**config.mk**
```make
export PLATFORM = sky130hd
export DESIGN_NAME = fp_addsub_ctrl
export DESIGN_NICKNAME = d
export VERILOG_FILES = /design/src/rtl/fp_addsub_ctrl.sv
export SDC_FILE = /design/constraint.sdc
export NUM_CORES = 1
export LEC_CHECK = 0
export ABC_CLOCK_PERIOD_IN_PS = 4870
export CELL_PAD_IN_SITES_DETAIL_PLACEMENT = 1
export CELL_PAD_IN_SITES_GLOBAL_PLACEMENT = 2
export CORE_MARGIN = 2
export CORE_UTILIZATION = 34
export DETAILED_ROUTE_END_ITERATION = 8
export GPL_ROUTABILITY_DRIVEN = 0
export GPL_TIMING_DRIVEN = 1
export PLACE_DENSITY_LB_ADDON = 0.2
export SYNTH_ARGS = -nofsm -noshare
export SYNTH_HDL_FRONTEND = slang
export SYNTH_SLANG_ARGS = --single-unit
```
**constraint.sdc**
```tcl
create_clock -name clk -period 4.87 [get_ports clk]
set_input_delay 0.974 -clock clk [delete_from_list [all_inputs] [get_ports clk]]
set_output_delay 0.974 -clock clk [all_outputs]
set_load 0.02 [all_outputs]
```
**src/rtl/fp_addsub_ctrl.sv**
```systemverilog
// ---------------------------------------------------------------------------
// fp_addsub_ctrl
//   Multi-cycle sequencer for single-precision floating-point add/subtract.
//   One shared 25-bit adder and one shared two's-complement unit are
//   time-multiplexed across exponent compare, alignment, mantissa
//   add/subtract and normalisation. Rounding is truncation; denormal
//   operands and results are flushed to zero.
//
//   Ports
//     clk    : clock, rising edge
//     rst_n  : asynchronous active-low reset
//     start  : request pulse, sampled only in IDLE
//     op     : 0 = in1+in2, 1 = in1-in2 (captured with start)
//     in1    : IEEE754 operand A (captured with start)
//     in2    : IEEE754 operand B (captured with start)
//     result : IEEE754 result, held from done until a later result
//     busy   : high from the cycle after start is accepted through done
//     done   : one-cycle pulse, result and flags valid
//     ovf    : result overflowed to +/-inf
//     unf    : result flushed to +/-0 by underflow
//     nan    : result is the canonical quiet NaN
// ---------------------------------------------------------------------------
module fp_addsub_ctrl #(
  parameter int MANT_W = 24,
  parameter int EXP_W  = 8
) (
  input  logic                    clk,
  input  logic                    rst_n,
  input  logic                    start,
  input  logic                    op,
  input  logic [EXP_W+MANT_W-1:0] in1,
  input  logic [EXP_W+MANT_W-1:0] in2,
  output logic [EXP_W+MANT_W-1:0] result,
  output logic                    busy,
  output logic                    done,
  output logic                    ovf,
  output logic                    unf,
  output logic                    nan
);

  localparam int FP_W = EXP_W + MANT_W;
  localparam int FW   = MANT_W - 1;
  localparam int AW   = MANT_W + 1;

  localparam logic [EXP_W-1:0] EXP_MAX   = '1;
  localparam logic [AW-1:0]    ONE_A     = AW'(1);
  localparam logic [AW-1:0]    SHIFT_LIM = AW'(MANT_W);
  localparam logic [FP_W-1:0]  QNAN      = {1'b0, EXP_MAX, 1'b1, {(FW-1){1'b0}}};

  typedef enum logic [2:0] {
    S_IDLE, S_EXP, S_ALIGN, S_ADD, S_NORM, S_DONE
  } state_t;

  state_t r_state, w_next;

  // Captured request
  logic [FP_W-1:0]  r_a, r_b;
  logic             r_op;

  // Working datapath state
  logic             r_sl, r_ss;        // signs of larger / smaller operand
  logic [MANT_W-1:0] r_ml, r_ms;       // mantissas with hidden bit
  logic             r_sub;             // effective subtract
  logic             r_borrow;          // eA < eB, operands were swapped
  logic [AW-1:0]    r_ediff;           // raw eA - eB from the adder
  logic [EXP_W-1:0] r_exp;
  logic [AW-1:0]    r_mant;
  logic             r_sign;

  // Result registers
  logic [FP_W-1:0]  r_result;
  logic             r_ovf, r_unf, r_nan;

  // Field decode of the captured operands (B sign is the effective sign)
  logic             w_sa, w_sb;
  logic [EXP_W-1:0] w_ea, w_eb;
  logic [FW-1:0]    w_fa, w_fb;

  assign w_sa = r_a[FP_W-1];
  assign w_ea = r_a[FP_W-2 -: EXP_W];
  assign w_fa = r_a[FW-1:0];
  assign w_sb = r_b[FP_W-1] ^ r_op;
  assign w_eb = r_b[FP_W-2 -: EXP_W];
  assign w_fb = r_b[FW-1:0];

  // Shared arithmetic units
  logic [AW-1:0] w_cmp_in, w_cmp_out;
  logic [AW-1:0] w_add_a, w_add_b, w_add_sum;

  assign w_cmp_out = ~w_cmp_in + ONE_A;
  assign w_add_sum = w_add_a + w_add_b;

  function automatic logic [AW-1:0] f_neg(input logic [AW-1:0] x);
    return ~x + ONE_A;
  endfunction

  // Complement unit input: eB in EXP, raw difference in ALIGN, mS in ADD
  always_comb begin
    w_cmp_in = '0;
    case (r_state)
      S_EXP:   w_cmp_in = AW'(w_eb);
      S_ALIGN: w_cmp_in = r_ediff;
      S_ADD:   w_cmp_in = {1'b0, r_ms};
      default: w_cmp_in = '0;
    endcase
  end

  // Adder inputs: eA - eB in EXP, mL +/- mS in ADD
  always_comb begin
    w_add_a = '0;
    w_add_b = '0;
    case (r_state)
      S_EXP: begin
        w_add_a = AW'(w_ea);
        w_add_b = w_cmp_out;
      end
      S_ADD: begin
        w_add_a = {1'b0, r_ml};
        w_add_b = r_sub ? w_cmp_out : {1'b0, r_ms};
      end
      default: ;
    endcase
  end

  // Special operand resolution (only acted on in EXP)
  logic            w_special, w_spec_nan;
  logic [FP_W-1:0] w_spec_res;
  logic            w_nan_a, w_nan_b, w_inf_a, w_inf_b, w_zero_a, w_zero_b;

  assign w_nan_a  = (w_ea == EXP_MAX) && (w_fa != '0);
  assign w_nan_b  = (w_eb == EXP_MAX) && (w_fb != '0);
  assign w_inf_a  = (w_ea == EXP_MAX) && (w_fa == '0);
  assign w_inf_b  = (w_eb == EXP_MAX) && (w_fb == '0);
  assign w_zero_a = (w_ea == '0);
  assign w_zero_b = (w_eb == '0);

  always_comb begin
    w_special  = 1'b1;
    w_spec_nan = 1'b0;
    w_spec_res = '0;
    if (w_nan_a || w_nan_b || (w_inf_a && w_inf_b && (w_sa != w_sb))) begin
      w_spec_res = QNAN;
      w_spec_nan = 1'b1;
    end else if (w_inf_a) begin
      w_spec_res = {w_sa, EXP_MAX, {FW{1'b0}}};
    end else if (w_inf_b) begin
      w_spec_res = {w_sb, EXP_MAX, {FW{1'b0}}};
    end else if (w_zero_a && w_zero_b) begin
      // Only (-0)+(-0) keeps the negative sign
      w_spec_res = {w_sa & w_sb, {(FP_W-1){1'b0}}};
    end else if (w_zero_a) begin
      w_spec_res = {w_sb, w_eb, w_fb};
    end else if (w_zero_b) begin
      w_spec_res = {w_sa, w_ea, w_fa};
    end else begin
      w_special = 1'b0;
    end
  end

  // Alignment: the complement unit turns a borrowed difference into |eA-eB|
  logic [AW-1:0]     w_diff;
  logic [MANT_W-1:0] w_ms_al;

  assign w_diff  = r_borrow ? w_cmp_out : r_ediff;
  assign w_ms_al = (w_diff >= SHIFT_LIM) ? '0 : (r_ms >> w_diff);

  // Mantissa add: a negative difference only arises with equal exponents
  logic          w_sum_neg;
  logic [AW-1:0] w_add_mant;

  assign w_sum_neg  = r_sub & w_add_sum[AW-1];
  assign w_add_mant = w_sum_neg ? f_neg(w_add_sum) : w_add_sum;

  // Normalisation step
  logic             w_norm_done, w_norm_ovf, w_norm_unf;
  logic [FP_W-1:0]  w_norm_res;
  logic [AW-1:0]    w_norm_mant;
  logic [EXP_W-1:0] w_norm_exp, w_exp_inc, w_exp_dec;

  assign w_exp_inc = r_exp + 1'b1;
  assign w_exp_dec = r_exp - 1'b1;

  always_comb begin
    w_norm_done = 1'b0;
    w_norm_ovf  = 1'b0;
    w_norm_unf  = 1'b0;
    w_norm_res  = '0;
    w_norm_mant = r_mant;
    w_norm_exp  = r_exp;
    if (r_mant[AW-1]) begin
      w_norm_done = 1'b1;
      if (w_exp_inc == EXP_MAX) begin
        w_norm_res = {r_sign, EXP_MAX, {FW{1'b0}}};
        w_norm_ovf = 1'b1;
      end else begin
        w_norm_res = {r_sign, w_exp_inc, r_mant[FW:1]};
      end
    end else if (r_mant[AW-2]) begin
      w_norm_done = 1'b1;
      w_norm_res  = {r_sign, r_exp, r_mant[FW-1:0]};
    end else if (r_mant == '0) begin
      w_norm_done = 1'b1;
    end else begin
      w_norm_mant = r_mant << 1;
      w_norm_exp  = w_exp_dec;
      if (w_exp_dec == '0) begin
        w_norm_done = 1'b1;
        w_norm_res  = {r_sign, {(FP_W-1){1'b0}}};
        w_norm_unf  = 1'b1;
      end
    end
  end

  // FSM: state register
  always_ff @(posedge clk or negedge rst_n) begin
    if (!rst_n) r_state <= S_IDLE;
    else        r_state <= w_next;
  end

  // FSM: next state
  always_comb begin
    w_next = r_state;
    case (r_state)
      S_IDLE:  if (start) w_next = S_EXP;
      S_EXP:   w_next = w_special ? S_DONE : S_ALIGN;
      S_ALIGN: w_next = S_ADD;
      S_ADD:   w_next = S_NORM;
      S_NORM:  if (w_norm_done) w_next = S_DONE;
      S_DONE:  w_next = S_IDLE;
      default: w_next = S_IDLE;
    endcase
  end

  // FSM: outputs
  always_comb begin
    busy = (r_state != S_IDLE);
    done = (r_state == S_DONE);
  end

  assign result = r_result;
  assign ovf    = r_ovf;
  assign unf    = r_unf;
  assign nan    = r_nan;

  // Datapath registers
  always_ff @(posedge clk or negedge rst_n) begin
    if (!rst_n) begin
      r_a      <= '0;
      r_b      <= '0;
      r_op     <= 1'b0;
      r_sl     <= 1'b0;
      r_ss     <= 1'b0;
      r_ml     <= '0;
      r_ms     <= '0;
      r_sub    <= 1'b0;
      r_borrow <= 1'b0;
      r_ediff  <= '0;
      r_exp    <= '0;
      r_mant   <= '0;
      r_sign   <= 1'b0;
      r_result <= '0;
      r_ovf    <= 1'b0;
      r_unf    <= 1'b0;
      r_nan    <= 1'b0;
    end else begin
      case (r_state)
        S_IDLE: begin
          if (start) begin
            r_a  <= in1;
            r_b  <= in2;
            r_op <= op;
          end
        end
        S_EXP: begin
          if (w_special) begin
            r_result <= w_spec_res;
            r_nan    <= w_spec_nan;
            r_ovf    <= 1'b0;
            r_unf    <= 1'b0;
          end else begin
            r_borrow <= w_add_sum[AW-1];
            r_ediff  <= w_add_sum;
            r_sub    <= w_sa ^ w_sb;
            if (w_add_sum[AW-1]) begin
              r_ml  <= {1'b1, w_fb};
              r_ms  <= {1'b1, w_fa};
              r_sl  <= w_sb;
              r_ss  <= w_sa;
              r_exp <= w_eb;
            end else begin
              r_ml  <= {1'b1, w_fa};
              r_ms  <= {1'b1, w_fb};
              r_sl  <= w_sa;
              r_ss  <= w_sb;
              r_exp <= w_ea;
            end
          end
        end
        S_ALIGN: r_ms <= w_ms_al;
        S_ADD: begin
          r_mant <= w_add_mant;
          r_sign <= w_sum_neg ? r_ss : r_sl;
        end
        S_NORM: begin
          r_mant <= w_norm_mant;
          r_exp  <= w_norm_exp;
          if (w_norm_done) begin
            r_result <= w_norm_res;
            r_ovf    <= w_norm_ovf;
            r_unf    <= w_norm_unf;
            r_nan    <= 1'b0;
          end
        end
        default: ;
      endcase
    end
  end

endmodule

```
Word level (Yosys, flattened, before mapping)
Cells that the tools add are included.
{ "totals": {"register_bits": 214, "output_inout_bits": 37, "elab_cells": 146} }
{ "classes": {"addsub": 5, "n_lt_le_gt_ge": 1, "n_eq_ne": 16, "n_shift": 1, "muxes": 66, "bitwise": 7, "n_reduce_logical": 30} }
{ "ops": {"columns": ["cell", "n"], "rows": [
  ["2-to-1 mux 32 bit", 12],
  ["2-to-1 mux 25 bit", 4],
  ["one-hot mux 25 bit (2 select lines)", 2],
  ["2-to-1 mux 24 bit", 4],
  ["one-hot mux 24 bit (2 select lines)", 2],
  ["one-hot mux 25 bit (3 select lines)", 1],
  ["one-hot mux 32 bit (2 select lines)", 1],
  ["adder 25 x 1 -> 25 bit (second input constant)", 2],
  ["inverter 25 bit", 2],
  ["zero test 23 bit", 2],
  ["2-to-1 mux 23 bit", 2],
  ["nonzero test 23 bit", 2],
  ["2-to-1 mux 8 bit", 5],
  ["2-to-1 mux 31 bit", 1],
  ["adder 25 bit", 1],
  [">= comparator 25 x 5 -> 1 bit (second input constant)", 1],
  ["zero test 25 bit", 1],
  [">> shifter 24 x 25 -> 24 bit", 1],
  ["== test 8 bit (second input constant)", 3],
  ["zero test 8 bit", 3],
  ["2-to-1 mux 1 bit", 24],
  ["one-hot mux 8 bit (2 select lines)", 1],
  ["one-hot mux 3 bit (5 select lines)", 1],
  ["!= test 2 bit (second input constant)", 7],
  ["other kinds (20)", 41]
]} }

Longest topological paths before layout
Gate-level depths: netlist of the first run.
{ "depth": {"ltp_word": 11, "mapped_depth": 26, "depth_no_buf": 22} }

Worst setup path before layout of the first run
OpenSTA, ideal clock, no wires.
{ "synth_path": {"kind": "flip-flop to flip-flop", "from": "register r_state[1]", "to": "register r_mant[24]", "setup_time_ps": 95, "arrival_time_ps": 4884, "required_time_ps": 4775, "setup_slack_ps": -109, "path_stages_with_launch": 24, "period_less_slack_ps": 4979, "cell_sequence": "dfrtp_1 -> buf_6 -> buf_6 -> mux2i_1 -> o32a_2 -> ha_1 -> o221ai_1 -> nor4b_4 -> nand3_1 -> xnor2_1 -> nor2_1 -> a21oi_1 -> nor2_1 -> ha_1 -> clkbuf_1 -> a21oi_1 -> nand2_1 -> or3_1 -> o2111a_1 -> o211ai_1 -> o41ai_1 -> a2111oi_1 -> a21oi_1 -> o31ai_1"} }
{ "synth_via": {"elab_chain_len": 11, "word_cells_on_any_way": 17} }
{ "synth_lines": {"columns": ["item", "line", "text"], "rows": [
  ["from (decl)", "54", "state_t r_state, w_next;"],
  ["from (signal assigned)", "217", "else r_state <= w_next;"],
  ["== test 3 x 2 -> 1 bit (tied with other cells)", "100, 112, 266", null],
  ["one-hot mux 25 bit (3 select lines)", "100", "case (r_state)"],
  ["inverter 25 bit", "90", "assign w_cmp_out = ~w_cmp_in + ONE_A;"],
  ["adder 25 x 1 -> 25 bit", "90", null],
  ["2-to-1 mux 25 bit", "119", "w_add_b = r_sub ? w_cmp_out : {1'b0, r_ms};"],
  ["one-hot mux 25 bit (2 select lines)", "112", "case (r_state)"],
  ["adder 25 bit", "91", "assign w_add_sum = w_add_a + w_add_b;"],
  ["inverter 25 bit", "94", "return ~x + ONE_A;"],
  ["adder 25 x 1 -> 25 bit", "94", null],
  ["2-to-1 mux 25 bit", "172", "assign w_add_mant = w_sum_neg ? f_neg(w_add_sum) : w_add_sum;"],
  ["one-hot mux 25 bit (2 select lines)", "266", "case (r_state)"],
  ["to (signal assigned)", "301", "r_mant <= w_add_mant;"],
  ["to (signal assigned)", "305", "r_mant <= w_norm_mant;"],
  ["to (decl)", "67", "logic [AW-1:0] r_mant;"]
]} }
Parallel ways exist; a longest one is shown, timed or not.
A chain may end at the register's enable or synchronous reset.

Worst setup path after layout of the first run
{ "layout_path": {"from": "register r_state[1]", "to": "register r_ms[13]"} }
{ "layout_via": {"elab_chain_len": 10, "word_cells_on_any_way": 20} }
{ "layout_lines": {"columns": ["item", "line", "text"], "rows": [
  ["== test 3 x 2 -> 1 bit (tied with other cells)", "100, 112", null],
  ["one-hot mux 25 bit (3 select lines)", "100", null],
  ["inverter 25 bit", "90", null],
  ["adder 25 x 1 -> 25 bit", "90", null],
  ["2-to-1 mux 25 bit", "119", null],
  ["one-hot mux 25 bit (2 select lines)", "112", null],
  ["adder 25 bit", "91", null],
  ["2-to-1 mux 23 bit", "284", "if (w_add_sum[AW-1]) begin"],
  ["2-to-1 mux 24 bit", "275", "if (w_special) begin"],
  ["one-hot mux 24 bit (2 select lines)", "266", null],
  ["to (signal assigned)", "286", "r_ms <= {1'b1, w_fa};"],
  ["to (signal assigned)", "292", "r_ms <= {1'b1, w_fb};"],
  ["to (signal assigned)", "299", "S_ALIGN: r_ms <= w_ms_al;"],
  ["to (decl)", "62", "logic [MANT_W-1:0] r_ml, r_ms;"]
]} }
Parallel ways exist; a longest one is shown, timed or not. The select of a mux whose other input is x is not followed.

==> impl_results.md, run 1 <==
- Outcome: finished, violations left
- Failing checks: negative setup slack
- CTS Buffer Depth: 3
- Tmin final: 5.29 ns
- Vias/cell: 5.91
- DR iter-0 viols: 1419
- DPL Wire Length: 53300 um
- Setup slack after layout: -0.418 ns
- Vias in the first global route: 16800
- Global-route usage over all layers: 29.5%
- Post-synthesis simple-gate area fraction: 18.6%
- CTS sink count: 213
- Mapped Nets: 1869
- Fin Clk Skew: 0.0302 ns
- Total CTS buffers: 27
- CP Data Required Time: 5.30 ns
- Slew Limit Fails: 0
- Global-route wire length before repair: 107000 um
- Grt ovf: 0
- RSZ-0062 raised after global routing: yes
- Initial antenna violation count: 1
- Max Fclk: 189 MHz
- Reg2reg setup slack: -0.42 ns
- Synthesized instance count: 1769
- Share of cells above drive strength 1: 32.7%
- Synth Area in Adders: 2.61%
- TritonRoute pass-1 iters: 6
- Yosys cell types: 107
- Reg2reg end: r_ms[13]
- FF-to-FF path depth: 27
- Hold crit path type: primary input to asynchronous set/reset pin
- Nets: 2236
- YS warnings: 0
- Htree depth: 1
- Area Growth Syn to Fin: 41.0%
- Post-synthesis xor/xnor area fraction: 3.41%
- CTS tree: yes
- Root buffer cell: clkbuf_16
- Die W: 218 um
- Period utilization: 109%
- Starting density of the core: 34.4%
- DP Area: 19200 um2
- Largest family of logic cells by synthesized area: compound AO/OA/AOI/OAI gates
- Reg2Reg Launch Point: r_state[1]
- DRC viols: 0
- Die Ht: 218 um
- DIE AREA: 47700 um2
- Final hold vios: 0
- Routed WL: 71600 um
- Crit path DAT: 5.72 ns
- Asr flop ratio synth: 100%
- Max transition margin: 30.2%
- Primary FF master, synth: dfrtp_1
- Crit-path most repeated cell: buf_6
- Clock slew at reported path FFs: 0.06 ns
- Final setup vio count: 82
- Number of antenna diodes: 0
- Worst setup EP type: register
- I/O Buffers: 104
- ANT nets after route: 0
- Setup Crit Path Kind: register to register
- Via Count: 16300
- Crit path launch type: register
- Slowest stage delay, CP: 0.45 ns
- I/O pin count: 105
- Post-synthesis mux area share: 14.8%
- Latest clock arrival within the worst-skew pair: 0.57 ns
- Compound-cell area share of the yosys netlist: 22.1%
- Crit path capture: r_ms[13]
- Worst Setup SP: r_state[1]
- Max-cap violation count: 0
- # hold bufs at CTS: 0
- Maximum number of pins on one net before global-route repair: 101
- Syn Area/Cell: 8.84 um2
- Least-Margin Pin Slew: 1.05 ns
- FF+latch count, synth: 213
- Post-Syn Area: 15600 um2
- Final Cell Area: 22000 um2
- Crit path max-delay cell type: dfrtp_2
- Core area: 45400 um2
- Row cnt: 78
- Post-synth EDFFs: 0
- Crit-path max FO: 6
- WL/cell: 26.0 um
- Seq/Total Area, Yosys: 34.1%
==> how the worst min path moves through the flow <==
stage                     startpoint         end  depth (start not counted)
after floorplan             r_ml[23]    r_ml[23]                          1
after global placement    result[23]  result[23]                          1
after detailed placement    r_ml[18]    r_ml[18]                          2
after CTS                   r_ml[18]    r_ml[18]                          2
after global routing           rst_n  r_state[1]                          1
final                          rst_n  r_state[1]                          1
==> layout make-up <==
class | instances | area, um2
clock buffer | 38 | 797
clock inverter | 9 | 118
fill | 5157 | 23300
inverter | 29 | 109
multi-input combinational | 1399 | 10800
sequential | 213 | 5330
tap | 600 | 751
timing repair buffer | 466 | 4140
==> synth_stat cells (all sizes together), types with 14 or more instances <==
cell | number | area share, %
a22oi | 18 | 0.90
nor4 | 30 | 1.3
nand4 | 19 | 0.80
nand3 | 38 | 1.3
a22o | 28 | 1.6
nand2 | 228 | 5.5
a31oi | 18 | 0.82
a211oi | 24 | 1.2
mux2i | 124 | 8.1
mux2 | 80 | 5.8
nor3 | 40 | 1.5
a21oi | 79 | 2.5
buf | 34 | 1.5
o211ai | 26 | 1.3
a222oi | 22 | 1.4
a21o | 17 | 0.82
xnor2 | 36 | 2.0
o21ai | 163 | 5.2
inv | 29 | 0.70
dfrtp | 213 | 34
clkbuf | 94 | 2.3
ha | 31 | 2.5
nand2b | 14 | 0.58
nor2 | 129 | 3.1
and3 | 40 | 1.6
xor2 | 24 | 1.4
o31ai | 19 | 1.0
==> metrics by stage <==
stage | TNS, ns | util (%) | hold WS [ns] | instances | setup slack [ns]
floorplan | 0 | - | 0.425 | 1769 | 0.00257
global placement | -41.57 | 42.4 | 0.463 | 2648 | -0.699
detailed placement | -41.28 | 42.4 | 0.468 | 2648 | -0.730
CTS | -13.34 | 47.0 | 0.482 | 2726 | -0.297
global route | -35.14 | 48.6 | 0.508 | 2754 | -0.569
finish | -23.39 | 48.6 | 0.442 | 2754 | -0.418
==> flip-flops by register name (all words and copies together), names as in the netlist <==
name / count
r_state: 3
unf: 1
ovf: 1
r_a: 32
result: 32
r_ml: 24
r_op: 1
r_ms: 24
r_sign: 1
r_b: 32
nan: 1
r_sub: 1
r_mant: 25
r_ediff: 24
r_ss: 1
r_borrow: 1
r_sl: 1
r_exp: 8
==> logic make-up (layout without fill, tap and decap cells) <==
kind of cell / after synthesis / in the layout
adders and majority gates: 32 / 32
and+or+nand+nor: 597 / 597
buffers and inverters: 157 / 542
AOI/OAI and AO/OA: 500 / 500
muxes: 210 / 210
xor gates and xnor gates: 60 / 60
DFF: 213 / 213
==> routing by layer <==
metal  up-vias  share of wire, %  global-route usage [%]
met5         -             0.018                       0
li1       7322                 -                       -
met4         2               4.1                    10.1
met1      8283                43                    39.3
met2       538                47                    49.0
met3       136               5.5                    4.19
==> what timing repair did <==
item                                    4_1_cts  5_1_grt
setup buffers                                27       33
endpoints found under the setup margin       84       85
gates resized for setup                     183      112
gates cloned                                  5        1
pin swaps                                    69       69
==> worst max-delay path: cells and delay by family, from the launching register on <==
| kind | cells | cell delay, ns |
|---|---|---|
| buffers and inverters | 9 | 1.25 |
| muxes | 2 | 0.53 |
| adders and majority gates | 1 | 0.21 |
| xor gates and xnor gates | 2 | 0.42 |
| AOI/OAI and AO/OA | 8 | 1.54 |
| DFF | 1 | 0.45 |
| and+or+nand+nor | 5 | 0.72 |
==> cell usage in the layout, fill, tap and decap left out, types with 14 or more instances in the layout <==
| cell type | synthesis | layout |
|---|---|---|
| dfrtp_1 | 213 | 211 |
| a21oi_1 | 79 | 63 |
| o21ai_1 | 38 | 55 |
| a31oi_1 | 17 | 15 |
| a211oi_1 | 22 | 16 |
| xor2_1 | 23 | 22 |
| a21oi_2 | 0 | 15 |
| clkdlybuf4s50_1 | 0 | 103 |
| buf_6 | 6 | 25 |
| and3_1 | 40 | 38 |
| nand4_1 | 18 | 18 |
| o211ai_1 | 25 | 25 |
| nand2_1 | 228 | 216 |
| xnor2_1 | 36 | 24 |
| mux2i_4 | 2 | 27 |
| nor4_1 | 28 | 24 |
| a222oi_1 | 22 | 22 |
| nor3_1 | 36 | 29 |
| nor2_1 | 128 | 113 |
| mux2i_2 | 0 | 14 |
| a22oi_1 | 17 | 17 |
| mux2_2 | 79 | 75 |
| clkbuf_16 | 0 | 28 |
| o21ai_0 | 125 | 100 |
| mux2i_1 | 122 | 83 |
| a21o_1 | 17 | 16 |
| buf_4 | 13 | 316 |
| ha_1 | 31 | 22 |
| inv_1 | 28 | 28 |
| nand3_1 | 36 | 33 |
| a22o_1 | 28 | 28 |
Power of run 1 is not shown: default switching activity piles up to over one toggle a cycle in this logic, so the estimate is an artifact.
==> inputs of run 2 (changes only) <==
- MAX_ROUTING_LAYER: unset -> met4
- SLEW_MARGIN: unset -> 10
==> impl_results.md, run 2 (same netlist as run 1, synthesis figures left out) <==
- I/O Buffers: 104 (unchanged)
- Final setup vio count: 82 (unchanged)
- CP Data Required Time: 5.31 ns (about the same)
- Max-cap violation count: 0 (unchanged)
- ANT nets after route: 0 (unchanged)
- Starting density of the core: 34.4% (unchanged)
- Max Fclk: 189 MHz (+0.14%)
- I/O pin count: 105 (unchanged)
- Initial antenna violation count: 1 (unchanged)
- Outcome: finished, violations left
- Vias in the first global route: 16800 (+0.054%)
- Fin Clk Skew: 0.0291 ns (-0.00111 ns)
- Crit path DAT: 5.72 ns (about the same)
- Reg2Reg Launch Point: r_state[1]
- CTS tree: yes
- Crit path launch type: register
- Root buffer cell: clkbuf_16
- Setup Crit Path Kind: register to register
- Tmin final: 5.28 ns (-0.00737 ns)
- Final hold vios: 0 (unchanged)
- Hold crit path type: primary input to asynchronous set/reset pin
- Reg2reg setup slack: -0.41 ns (about the same)
- DR iter-0 viols: 1396 (-1.6%)
- Worst Setup SP: r_state[1]
- DRC viols: 0 (unchanged)
- Global-route wire length before repair: 107000 um (about the same)
- Most frequent cells in the layout: buf_4, nand2_1, dfrtp_1
- Reg2reg end: r_ms[20]
- Latest clock arrival within the worst-skew pair: 0.58 ns (about the same)
- Setup slack after layout: -0.410 ns (+0.00737 ns)
- TritonRoute pass-1 iters: 7 (+1)
- DPL Wire Length: 53300 um (unchanged)
- Period utilization: 108% (-0.15 points)
- Crit-path max FO: 7 (+1)
- Via Count: 16300 (-0.086%)
- Clock slew at reported path FFs: 0.06 ns (about the same)
- WL/cell: 26.0 um (about the same)
- Core area: 45400 um2 (unchanged)
- Area Growth Syn to Fin: 41.2%
- Die Ht: 218 um (unchanged)
- Worst setup EP type: register
- CTS Buffer Depth: 3 (unchanged)
- Share of cells above drive strength 1: 32.9% (+0.25 points)
- Routed WL: 71600 um (about the same)
- Vias/cell: 5.90 (-0.19%)
- Row cnt: 78 (unchanged)
- Htree depth: 1 (unchanged)
- DIE AREA: 47700 um2 (unchanged)
- FF-to-FF path depth: 27 (unchanged)
- RSZ-0062 raised after global routing: yes
- Slew Limit Fails: 0 (unchanged)
- Failing checks: negative setup slack
- Total CTS buffers: 27 (unchanged)
- Die W: 218 um (unchanged)
- Maximum number of pins on one net before global-route repair: 101 (unchanged)
- Least-Margin Pin Slew: 1.04 ns (-0.0113 ns)
- Max transition margin: 31.0% (+0.76 points)
- Global-route usage over all layers: 30.4% (+0.86 points)
- Leading cell type in the layout, fill and taps excluded: buf_4
- CTS sink count: 213 (unchanged)
- Grt ovf: 0 (unchanged)
- Pre-CTS setup slack: -0.730 ns (unchanged)
- Nets: 2238 (+0.089%)
- Fillers: 5142 (-0.29%)
run 2: cell count changes in the layout (fill, tap and decap cells not counted), sizes merged:
| cell | delta |
|---|---|
| buf | +2 |
| diode | +1 |
run 2: worst max-delay path by stage:
stage | end | slack [ns] | cells after the start
global placement | r_exp[6] | -0.70 | 21
floorplan | r_mant[19] | 0.003 | 24
finish | r_ms[20] | -0.41 | 27
global route | r_mant[24] | -0.55 | 25
CTS | r_mant[23] | -0.30 | 28
detailed placement | r_mant[24] | -0.73 | 24
run 2: area by class of cell:
type | count | area, um2 | area share, %
Multi-Input combinational cell | 1399 | 10800 | 49.0
Sequential cell | 213 | 5330 | 24.2
Timing Repair Buffer | 468 | 4140 | 18.8
Clock buffer | 38 | 797 | 3.61
Tap cell | 600 | 751 | 3.40
Clock inverter | 9 | 118 | 0.533
Inverter | 29 | 109 | 0.493
Antenna cell | 1 | 2.50 | 0.0113
run 2: worst max-delay path, stage by stage (launching register included):
cell	delay [ns]
dfrtp_2	0.46
buf_6	0.14
buf_12	0.11
mux2i_4	0.26
o32ai_4	0.15
buf_6	0.14
nor3_4	0.29
buf_6	0.15
nand4_1	0.15
xor2_1	0.25
nand2_1	0.13
a21oi_2	0.19
buf_4	0.16
ha_4	0.21
a21o_4	0.23
buf_6	0.12
nand3_4	0.05
o2111a_1	0.21
o211ai_1	0.13
a221o_1	0.39
xor2_4	0.17
buf_6	0.14
buf_12	0.13
buf_12	0.16
mux2i_4	0.26
nand2_2	0.10
o211ai_1	0.14
o31ai_1	0.11
run 2: layer usage:
metal	wire, um	track usage [%]	share of wire (%)
met1	31000	39.2	43
met2	34000	49.0	47
met3	3710	4.22	5.2
met4	2880	10.1	4.0
met5	0	-	0
run 2: metrics by stage:
| stage | hold WS, ns | util, % | TNS [ns] | cells | instance area [um2] |
|---|---|---|---|---|---|
| floorplan | 0.425 | - | 0 | 1769 | 15600 |
| finish | 0.449 | 48.7 | -22.69 | 2757 | 22100 |
| CTS | 0.482 | 47.0 | -13.34 | 2726 | 21300 |
| global placement | 0.463 | 42.4 | -41.57 | 2648 | 19200 |
| detailed placement | 0.468 | 42.4 | -41.28 | 2648 | 19200 |
| global route | 0.511 | 48.7 | -32.92 | 2757 | 22100 |
run 2: timing repair:
item	in CTS	in global routing
setup endpoints to repair	84	85
buffers inserted	27	35
hold buffers	0	0
gates cloned	5	1
pin swaps	69	70
resized for setup	183	117
Power of run 2 is left out for the same reason.
